### config.mk
export PLATFORM = sky130hd
export DESIGN_NAME = uart_tx_arbiter
export DESIGN_NICKNAME = d
export VERILOG_FILES = /design/src/rtl/uart_tx_arbiter.sv
export SDC_FILE = /design/constraint.sdc
export NUM_CORES = 1
export LEC_CHECK = 0
export CORE_MARGIN = 4
export CORE_UTILIZATION = 65
export CTS_BUF_LIST = sky130_fd_sc_hd__clkbuf_2 sky130_fd_sc_hd__clkbuf_4 sky130_fd_sc_hd__clkbuf_8
export CTS_CLUSTER_DIAMETER = 50
export DETAILED_ROUTE_END_ITERATION = 10
export DONT_BUFFER_PORTS = 1
export PLACE_DENSITY = 0.81
export SETUP_SLACK_MARGIN = 0.4
export SYNTH_ARGS = -nofsm -noshare
export SYNTH_HDL_FRONTEND = slang
export SYNTH_SLANG_ARGS = --single-unit
### constraint.sdc
create_clock -name clk -period 4.8 [get_ports clk]
set_input_delay 0.48 -clock clk [delete_from_list [all_inputs] [get_ports clk]]
set_output_delay 0.48 -clock clk [all_outputs]
set_load 0.01 [all_outputs]
### src/rtl/uart_tx_arbiter.sv
// rtl/uart_tx_arbiter.sv - round-robin arbiter sharing one UartTX among NREQ byte requesters
module uart_tx_arbiter #(
    parameter int NREQ         = 4,
    parameter int LOCK_TIMEOUT = 4340
) (
    input  logic              clk,
    input  logic              reset,
    input  logic [NREQ-1:0]   req_valid,
    input  logic [8*NREQ-1:0] req_data,
    input  logic [NREQ-1:0]   req_last,
    output logic [NREQ-1:0]   req_ready,
    output logic              uart_load,
    output logic [15:0]       uart_in,
    input  logic [15:0]       uart_out,
    output logic [2:0]        grant_id,
    output logic              locked
);
    localparam int IW = (NREQ > 1) ? $clog2(NREQ) : 1;
    localparam logic [15:0] LOCK_LAST = 16'(LOCK_TIMEOUT - 1);

    typedef enum logic [1:0] {IDLE, LOAD, WAIT_BUSY, WAIT_DONE} state_t;

    state_t          state;
    logic [15:0]     lock_cnt;
    logic            busy;
    logic            found;
    logic            accept;
    logic [IW-1:0]   cur;
    logic [IW-1:0]   cand;
    logic [IW-1:0]   win_idx;
    logic [NREQ-1:0] eligible;
    logic [7:0]      win_byte;
    logic            unused_status;

    assign busy          = uart_out[15];
    assign unused_status = ^uart_out[14:0];
    assign cur           = grant_id[IW-1:0];

    // A held lock narrows the field to the lock owner only.
    assign eligible = locked ? (req_valid & (NREQ'(1) << cur)) : req_valid;

    // Round-robin search begins just after the last granted index.
    always_comb begin
        found   = 1'b0;
        win_idx = '0;
        cand    = '0;
        for (int k = 1; k <= NREQ; k++) begin
            cand = IW'((int'(cur) + k) % NREQ);
            if (!found && eligible[cand]) begin
                found   = 1'b1;
                win_idx = cand;
            end
        end
    end

    assign accept    = (state == IDLE) && !reset && !busy && found;
    assign req_ready = accept ? (NREQ'(1) << win_idx) : '0;
    assign win_byte  = req_data[{win_idx, 3'b000} +: 8];

    always_ff @(posedge clk) begin
        if (reset) begin
            state     <= IDLE;
            uart_load <= 1'b0;
            uart_in   <= 16'h0000;
            grant_id  <= 3'(NREQ - 1);
            locked    <= 1'b0;
            lock_cnt  <= 16'h0000;
        end else begin
            case (state)
                IDLE: begin
                    if (accept) begin
                        uart_in   <= {8'h00, win_byte};
                        uart_load <= 1'b1;
                        grant_id  <= 3'(win_idx);
                        state     <= LOAD;
                    end
                end
                LOAD: begin
                    uart_load <= 1'b0;
                    state     <= WAIT_BUSY;
                end
                WAIT_BUSY: begin
                    if (busy) state <= WAIT_DONE;
                end
                WAIT_DONE: begin
                    if (!busy) state <= IDLE;
                end
            endcase

            // Lock ages only while the owner sits idle with nothing to send.
            if (accept) begin
                lock_cnt <= 16'h0000;
                locked   <= !req_last[win_idx];
            end else if (!locked) begin
                lock_cnt <= 16'h0000;
            end else if (state == IDLE && !req_valid[cur]) begin
                if (lock_cnt == LOCK_LAST) begin
                    locked   <= 1'b0;
                    lock_cnt <= 16'h0000;
                end else begin
                    lock_cnt <= lock_cnt + 16'd1;
                end
            end
        end
    end
endmodule

==> results by group <==
Clock tree
  – Root Buffer: clkbuf_4
  – Post-CTS setup repair buffer count: 0
  – Maximum clock path buffer count: 2
  – Clock Sinks: 30
  – Clock Latency Late Sink: 0.33 ns
  – CTS tree: done
  – Hold Buf Count CTS: 0
  – CTS clk-pin slew, worst paths: 0.09 ns
  – Post-CTS Resized: 0
  – CTS H-tree lvls: 2
  – CTS Buf Count: 5

Run status
  – Outcome: complete, no violations

GRT
  – Global-route wire length before repair: 7.493 mm
  – Largest net degree at the start of global routing: 25
  – GRT overflow: 0
  – Initial antenna violation count: 0
  – GRT Overall Usage: 22.43%
  – Vias in the first global route: 1708

Synthesis
  – Yosys warns: 0
  – Post-synth ARST share: 0%
  – Count of state elements after synthesis: 30
  – EDFF count, synth: 0
  – Syn_area_per_cell: 8.272 um2
  – Sequential share of the synthesized area: 28.25%
  – Cell Area, Synth: 2126 um2
  – Mapped Cells: 257
  – Dominant synthesized flop cell: dfxtp_1
  – Library cells used by synthesis: 53

STA
  – Period minus WS final: 3.810 ns
  – Hold Fails Final Rpt: 0
  – Worst Clk Skew: 0.006259 ns
  – Fin Hold WS: 0.2104 ns
  – Final worst path period share: 79.38%
  – Worst rel slew slack: 44.17%
  – Worst Max-Slew Pin Slew: 0.8374 ns
  – Final setup TNS: 0 ns
  – Final setup viols: 0
  – FMAX: 262.4 MHz
  – RSZ-0062 raised after global routing: no
  – Fin. max-slew vios: 0

Placement
  – Hpwl dp: 3.397 mm
  – Port Buffers: 0
  – Routability Congestion: 0.8080

Power
  – Leakage: 0.8319 nW
  – VDD IR max: 0.0003159 V
  – PD cells: 432.1 nW/um2

Die
  – I/O pin cnt: 83
  – Row count: 20
  – Die area: 4249 um2
  – Core ar.: 3103 um2
  – Die span in x: 65.19 um
  – Initial core utilization: 68.51%
  – Die H: 65.19 um

Run
  – Max-cap violations: 0

Routing
  – Number of nets with antenna violations after routing: 0
  – Wirelength, routed: 4.480 mm
  – Via count: 1803
  – Avg Vias per Cell: 6.091
  – Avg WL per Cell: 15.14 um
  – Router iterations before antenna repair: 4
  – First-iteration detailed-routing DRC count: 91
  – Drt drc: 0

Layout
  – Final core occ: 69.31%
  – Layout area overhead: 1.177%
  – N_diodes: 0
  – Layout cell share with drive strength beyond 1: 8.333%
  – Layout Nets: 321

Setup path
  – Crit start category: register
  – Crit Path Category: register to output pin
  – Setup crit end kind: output pin
  – Worst path required time: 4.32 ns
  – Critical path arrival: 3.33 ns
  – Worst Path Max Fanout: 19

Worst hold path
  – Hold Crit Class: primary input to register
## worst max-delay path: stages, from the launching register on
cell and delay [ns]:
dfxtp_1 0.80, inv_1 0.22, ha_1 0.25, nand2b_1 0.18
a32oi_1 0.32, or4b_1 0.48, nand3_2 0.11, nor3_2 0.06
nand2b_1 0.13, a211oi_1 0.46
## routing by layer
metal,track usage (%),share of wire [%]
met1,27.86,43
met2,35.15,45
met3,8.547,10
met4,8.290,1.6
met5,0,0
## cell type report
class | instances | area (um2)
Clock buffer | 6 | 51.30
Fill cell | 270 | 952.2
Inverter | 5 | 18.77
Multi-Input combinational cell | 209 | 1410
Sequential cell | 30 | 600.6
Tap cell | 44 | 55.05
Timing Repair Buffer | 2 | 15.01
## placed cells by master, fill, tap and decap left out, types with 2 or more instances in the layout
cell,n
nor2_1,27
nor2b_1,7
xor2_1,13
a211oi_1,3
nand4_1,4
mux2i_1,11
or4_1,2
and3_1,5
nor3_2,2
nor4_1,2
a21oi_1,11
clkbuf_4,5
nand3b_1,3
and2_1,2
a32oi_1,2
buf_4,2
nand2_1,35
o211a_1,2
conb_1,9
mux2_1,3
a221oi_1,2
o211ai_1,8
nand3_1,9
nand4b_1,2
dfxtp_1,30
mux2_2,5
nand2b_1,7
a221o_1,2
ha_1,10
inv_1,5
## cells in the mapped netlist, drive strengths merged (3+ instances only)
| cell | count | area share [%] |
|---|---|---|
| nand4 | 4 | 1.2 |
| nand2 | 35 | 6.2 |
| nor3 | 3 | 1.2 |
| dfxtp | 30 | 28 |
| inv | 5 | 0.88 |
| nor2 | 27 | 4.8 |
| mux2i | 11 | 5.2 |
| a21oi | 11 | 2.6 |
| nor2b | 7 | 2.1 |
| mux2 | 8 | 4.2 |
| xor2 | 13 | 5.4 |
| a211oi | 3 | 1.1 |
| ha | 10 | 5.9 |
| clkbuf | 6 | 1.1 |
| nand3 | 10 | 2.6 |
| nand2b | 7 | 2.1 |
| a221oi | 3 | 1.5 |
| a32oi | 3 | 1.6 |
| nand3b | 3 | 1.1 |
| buf | 15 | 4.9 |
| o211ai | 9 | 3.4 |
| and3 | 6 | 2.0 |
## worst paths after layout
path	start	end	slack [ns]	depth (start not counted)
worst max-delay path	grant_id[0]	req_ready[1]	0.99	9
worst min-delay path	reset	uart_in[1]	0.21	1
worst max register to register	grant_id[0]	locked	1.38	10
worst min register to register	uart_in[5]	uart_in[5]	0.50	2
## flip-flops by register name, indices dropped and copies added, names as in the netlist
register	flops
locked	1
state	2
grant_id	2
uart_in	8
lock_cnt	16
uart_load	1
## per-stage QoR
| step | setup WS (ns) | instance area, um2 | power [W] | instances |
|---|---|---|---|---|
| 2_1_floorplan | 1.805 | 2156 | 0.0007234 | 265 |
| 3_3_place_gp | 1.377 | 2100 | 0.0007729 | 290 |
| 3_5_place_dp | 1.367 | 2100 | 0.0007846 | 290 |
| 4_1_cts | 0.9993 | 2151 | 0.0009312 | 296 |
| 5_1_grt | 0.7711 | 2151 | 0.001006 | 296 |
| 6_report | 0.9897 | 2151 | 0.0009295 | 296 |
## power by group
part,leakage (nW),internal [W],switching [W]
Sequential,0.243,0.000280,0.0000518
Clock,0.0302,0.0000659,0.0000819
Combinational,0.558,0.000191,0.000260
## cells by family (layout without fill, tap and decap cells)
group	after synthesis	in the layout	synth area share, %
compound gates	43	43	15.72
buf+inv	26	13	6.827
simple gates	113	113	26.90
xor+xnor	14	14	5.768
other cells	1	9	0.1764
mux	20	20	10.48
flops	30	30	28.25
fa+ha+maj	10	10	5.886
No activity file was read; power rests on OpenSTA's default activity.
==> variant 1 (config.mk and constraints unchanged) <==
Set the parameter `NREQ` to 8 (it was 4).
--- a/src/rtl/uart_tx_arbiter.sv
+++ b/src/rtl/uart_tx_arbiter.sv
@@ -1,6 +1,6 @@
 // rtl/uart_tx_arbiter.sv - round-robin arbiter sharing one UartTX among NREQ byte requesters
 module uart_tx_arbiter #(
-    parameter int NREQ         = 4,
+    parameter int NREQ         = 8,
     parameter int LOCK_TIMEOUT = 4340
 ) (
     input  logic              clk,
Interface: changed (resized req_data, req_last, req_ready and req_valid); port bits go from 83 to 127. No check against the original RTL was run, so the function may have changed too.
==> variant 1 against the original RTL <==
  * Area after synthesis rose by 52%
  * Register-to-register slack got worse by 0.62 ns
  * Sequential cell count rose by 1
  * First-iteration DRC count rose to 2.8 times the old value
  * Design area rose by 63%
  * Critical path depth rose by 4
  * Routed wire length rose by 92%
  * Worst setup slack got worse by 0.39 ns
  * Power rose to 2.8 times the old value
  * Critical endpoint is now req_ready[0]
  * Largest power group unchanged
==> variant 1: results <==
set metrics [dict create \
    ctsResizeCount 8 \
    met3_length_um 734 \
    wl_met2_mm 4.03 \
    p_int_mw 1.37 \
    clk_share_pct 3.36 \
    area_delta_synth_final_pct 7.96 \
    reg2reg_depth 13 \
    yosys-top-cells-count "nor2_1 (44), mux2i_1 (34), dfxtp_1 (31)" \
    multi_input_area_share_pct 70.1 \
    postCtsSetupBuffers 1 \
    wl_met1_mm 3.64 \
    top_regs "lock_cnt: 16 flops, uart_in: 8 flops, grant_id: 3 flops" \
    cts_root_buffer "clkbuf_8" \
    clk_latency_ns 0.29 \
    grt_first_pass_wirelength_mm 13.7 \
    critPathMaxFanout 17 \
    gp_congestion 0.937 \
    finClkSkew_ns 0.00241 \
    final_cell_count_no_fill 454 \
    status "completed" \
    wl_per_cell_um 19.0 \
    track_usage_pct 27.3 \
    use_met3_pct 7.00 \
    regToRegSetupSlack_ns 0.76 \
    vdd_drop_max_mv 0.856 \
    detail_route.first_pass.iterations 5 \
]
variant 1: cell count changes after synthesis, sizes merged, moves of 7 or more:
cell   change
nor3       +8
inv       +10
mux2i     +24
nor2      +18
o21ai     +11
a221o      +8
a22o       +7
mux4       +8
variant 1: logic make-up after synthesis:
family,Yosys count,synth area share [%]
adder cells (fa/ha/maj),13,5.02
AO/OA/AOI/OAI,92,22.4
multiplexers,57,21.7
AND/OR/NAND/NOR,135,20.6
XOR/XNOR,14,3.79
buffers and inverters,41,7.19
flip-flops,31,19.2
other,1,0.116
variant 1: power groups by stage:
stage	Combinational (mW)	Sequential (mW)	Clock, mW
floorplan	1.52	0.340	0
global placement	1.70	0.357	0
detailed placement	1.76	0.357	0
CTS	1.89	0.355	0.272
global route	2.09	0.362	0.285
finish	1.94	0.356	0.270
variant 1: how the worst min path moves through the flow:
stage,slack (ns),startpoint,cells past startpoint,endpoint
after floorplan,0.48,lock_cnt[7]$_SDFFE_PP0P_,2,lock_cnt[7]$_SDFFE_PP0P_
after global placement,0.50,lock_cnt[15]$_SDFFE_PP0P_,2,lock_cnt[15]$_SDFFE_PP0P_
after detailed placement,0.51,lock_cnt[12]$_SDFFE_PP0P_,2,lock_cnt[12]$_SDFFE_PP0P_
after CTS,0.25,reset,1,state[1]$_SDFFE_PP0P_
after global routing,0.24,reset,1,state[1]$_SDFFE_PP0P_
final,0.26,reset,1,state[1]$_SDFFE_PP0P_
variant 1: worst max-delay path, stage by stage, from the launching register on:
cell	delay, ns
dfxtp_2	0.37
buf_4	0.20
ha_1	0.19
or2b_4	0.21
a21oi_1	0.14
or2_1	0.31
mux4_2	0.51
a221o_1	0.40
a31o_1	0.22
a32oi_4	0.25
buf_12	0.19
inv_1	0.10
nor3_1	0.18
buf_4	0.15
==> variant 2 (same settings) <==
Without the edit above. Compare `lock_cnt` against `LOCK_LAST` with >= in place of ==.
--- a/src/rtl/uart_tx_arbiter.sv
+++ b/src/rtl/uart_tx_arbiter.sv
@@ -94,7 +94,7 @@
             end else if (!locked) begin
                 lock_cnt <= 16'h0000;
             end else if (state == IDLE && !req_valid[cur]) begin
-                if (lock_cnt == LOCK_LAST) begin
+                if (lock_cnt >= LOCK_LAST) begin
                     locked   <= 1'b0;
                     lock_cnt <= 16'h0000;
                 end else begin
Function: same outputs for any inputs over 4 cycles, from zero or initial values and one cycle with reset high; that may be too few to reach the edited logic, so the function may still have changed.
==> variant 2 against the original RTL <==
  * Worst setup slack improved by 0.022 ns
  * Die area shrank 3.1%
  * Clock skew up 0.0027 ns
  * Sequential cell count is the same
  * Fmax up 0.58%
  * Design area down 3.0%
  * Power is 12% higher
  * Area after synthesis shrank 3.5%
  * Routed wire length is essentially flat
  * Critical path depth fell by 2
==> variant 2: results <==
set metrics [dict create \
    worst_pin_slew_ns 1.10 \
    synthDistinctLibCells 50 \
    yosys-top-cells-count "nor2_1 (33), dfxtp_1 (30), nand2_1 (18)" \
    gp_congestion 0.804 \
    p_leak_nw 0.763 \
    drive_gt1_share_pct 8.71 \
    yosysSeqAreaShare_pct 29.3 \
    postLayoutSetupSlackWorst_ns 1.01 \
    finClkSkew_ns 0.00893 \
    p_clk_mw 0.166 \
    dpl_cell_area_um2 2020 \
    netSwitchingFraction_pct 45.4 \
    cpPeakStageDelay_ns 0.84 \
    holdPathEnd "state[0]$_SDFFE_PP0P_" \
    grt_first_pass_wirelength_mm 7.20 \
    regToRegSetupSlack_ns 1.27 \
    reg2reg_depth 8 \
    dp.cells 277 \
    wl_per_cell_um 15.7 \
    first_global_vias 1580 \
    fin_nets 308 \
    cp-endpoint "req_ready[0]" \
    p_sw_mw 0.471 \
    cp_slowest_cell "a21boi_2" \
    track_usage_pct 22.5 \
    synthCells 240 \
    status "completed" \
    viasPerCell 5.98 \
    first_iter_violations 77 \
    critPathMaxFanout 18 \
    arrival_ns 3.31 \
]
## variant 2: cell count changes in the layout (fill, tap and decap cells not counted), moves of 5 or more
cell | before | now
nand2_1 | 35 | 18
mux2_2 | 5 | 0
o221ai_1 | 0 | 5
nand4_1 | 4 | 9
a21oi_1 | 11 | 5
xor2_1 | 13 | 6
o211ai_1 | 8 | 0
nor3_1 | 1 | 7
a31oi_1 | 1 | 6
nor2_1 | 27 | 33
## variant 2: layer usage
metal	wire (um)	track usage, %	vias up	share of wire (%)
met4	79	10.3	0	1.8
li1	-	-	853	-
met5	0	0	-	0
met2	2260	37.2	49	50
met3	245	5.62	8	5.5
met1	1900	27.5	794	42
## variant 2: area by class of cell
type / instances / area (um2)
Multi-Input combinational cell: 195 / 1330
Fill cell: 254 / 941
Sequential cell: 30 / 601
Clock buffer: 7 / 58.8
Tap cell: 44 / 55.1
Inverter: 6 / 22.5
Timing Repair Buffer: 2 / 15.0
Clock inverter: 1 / 5.00
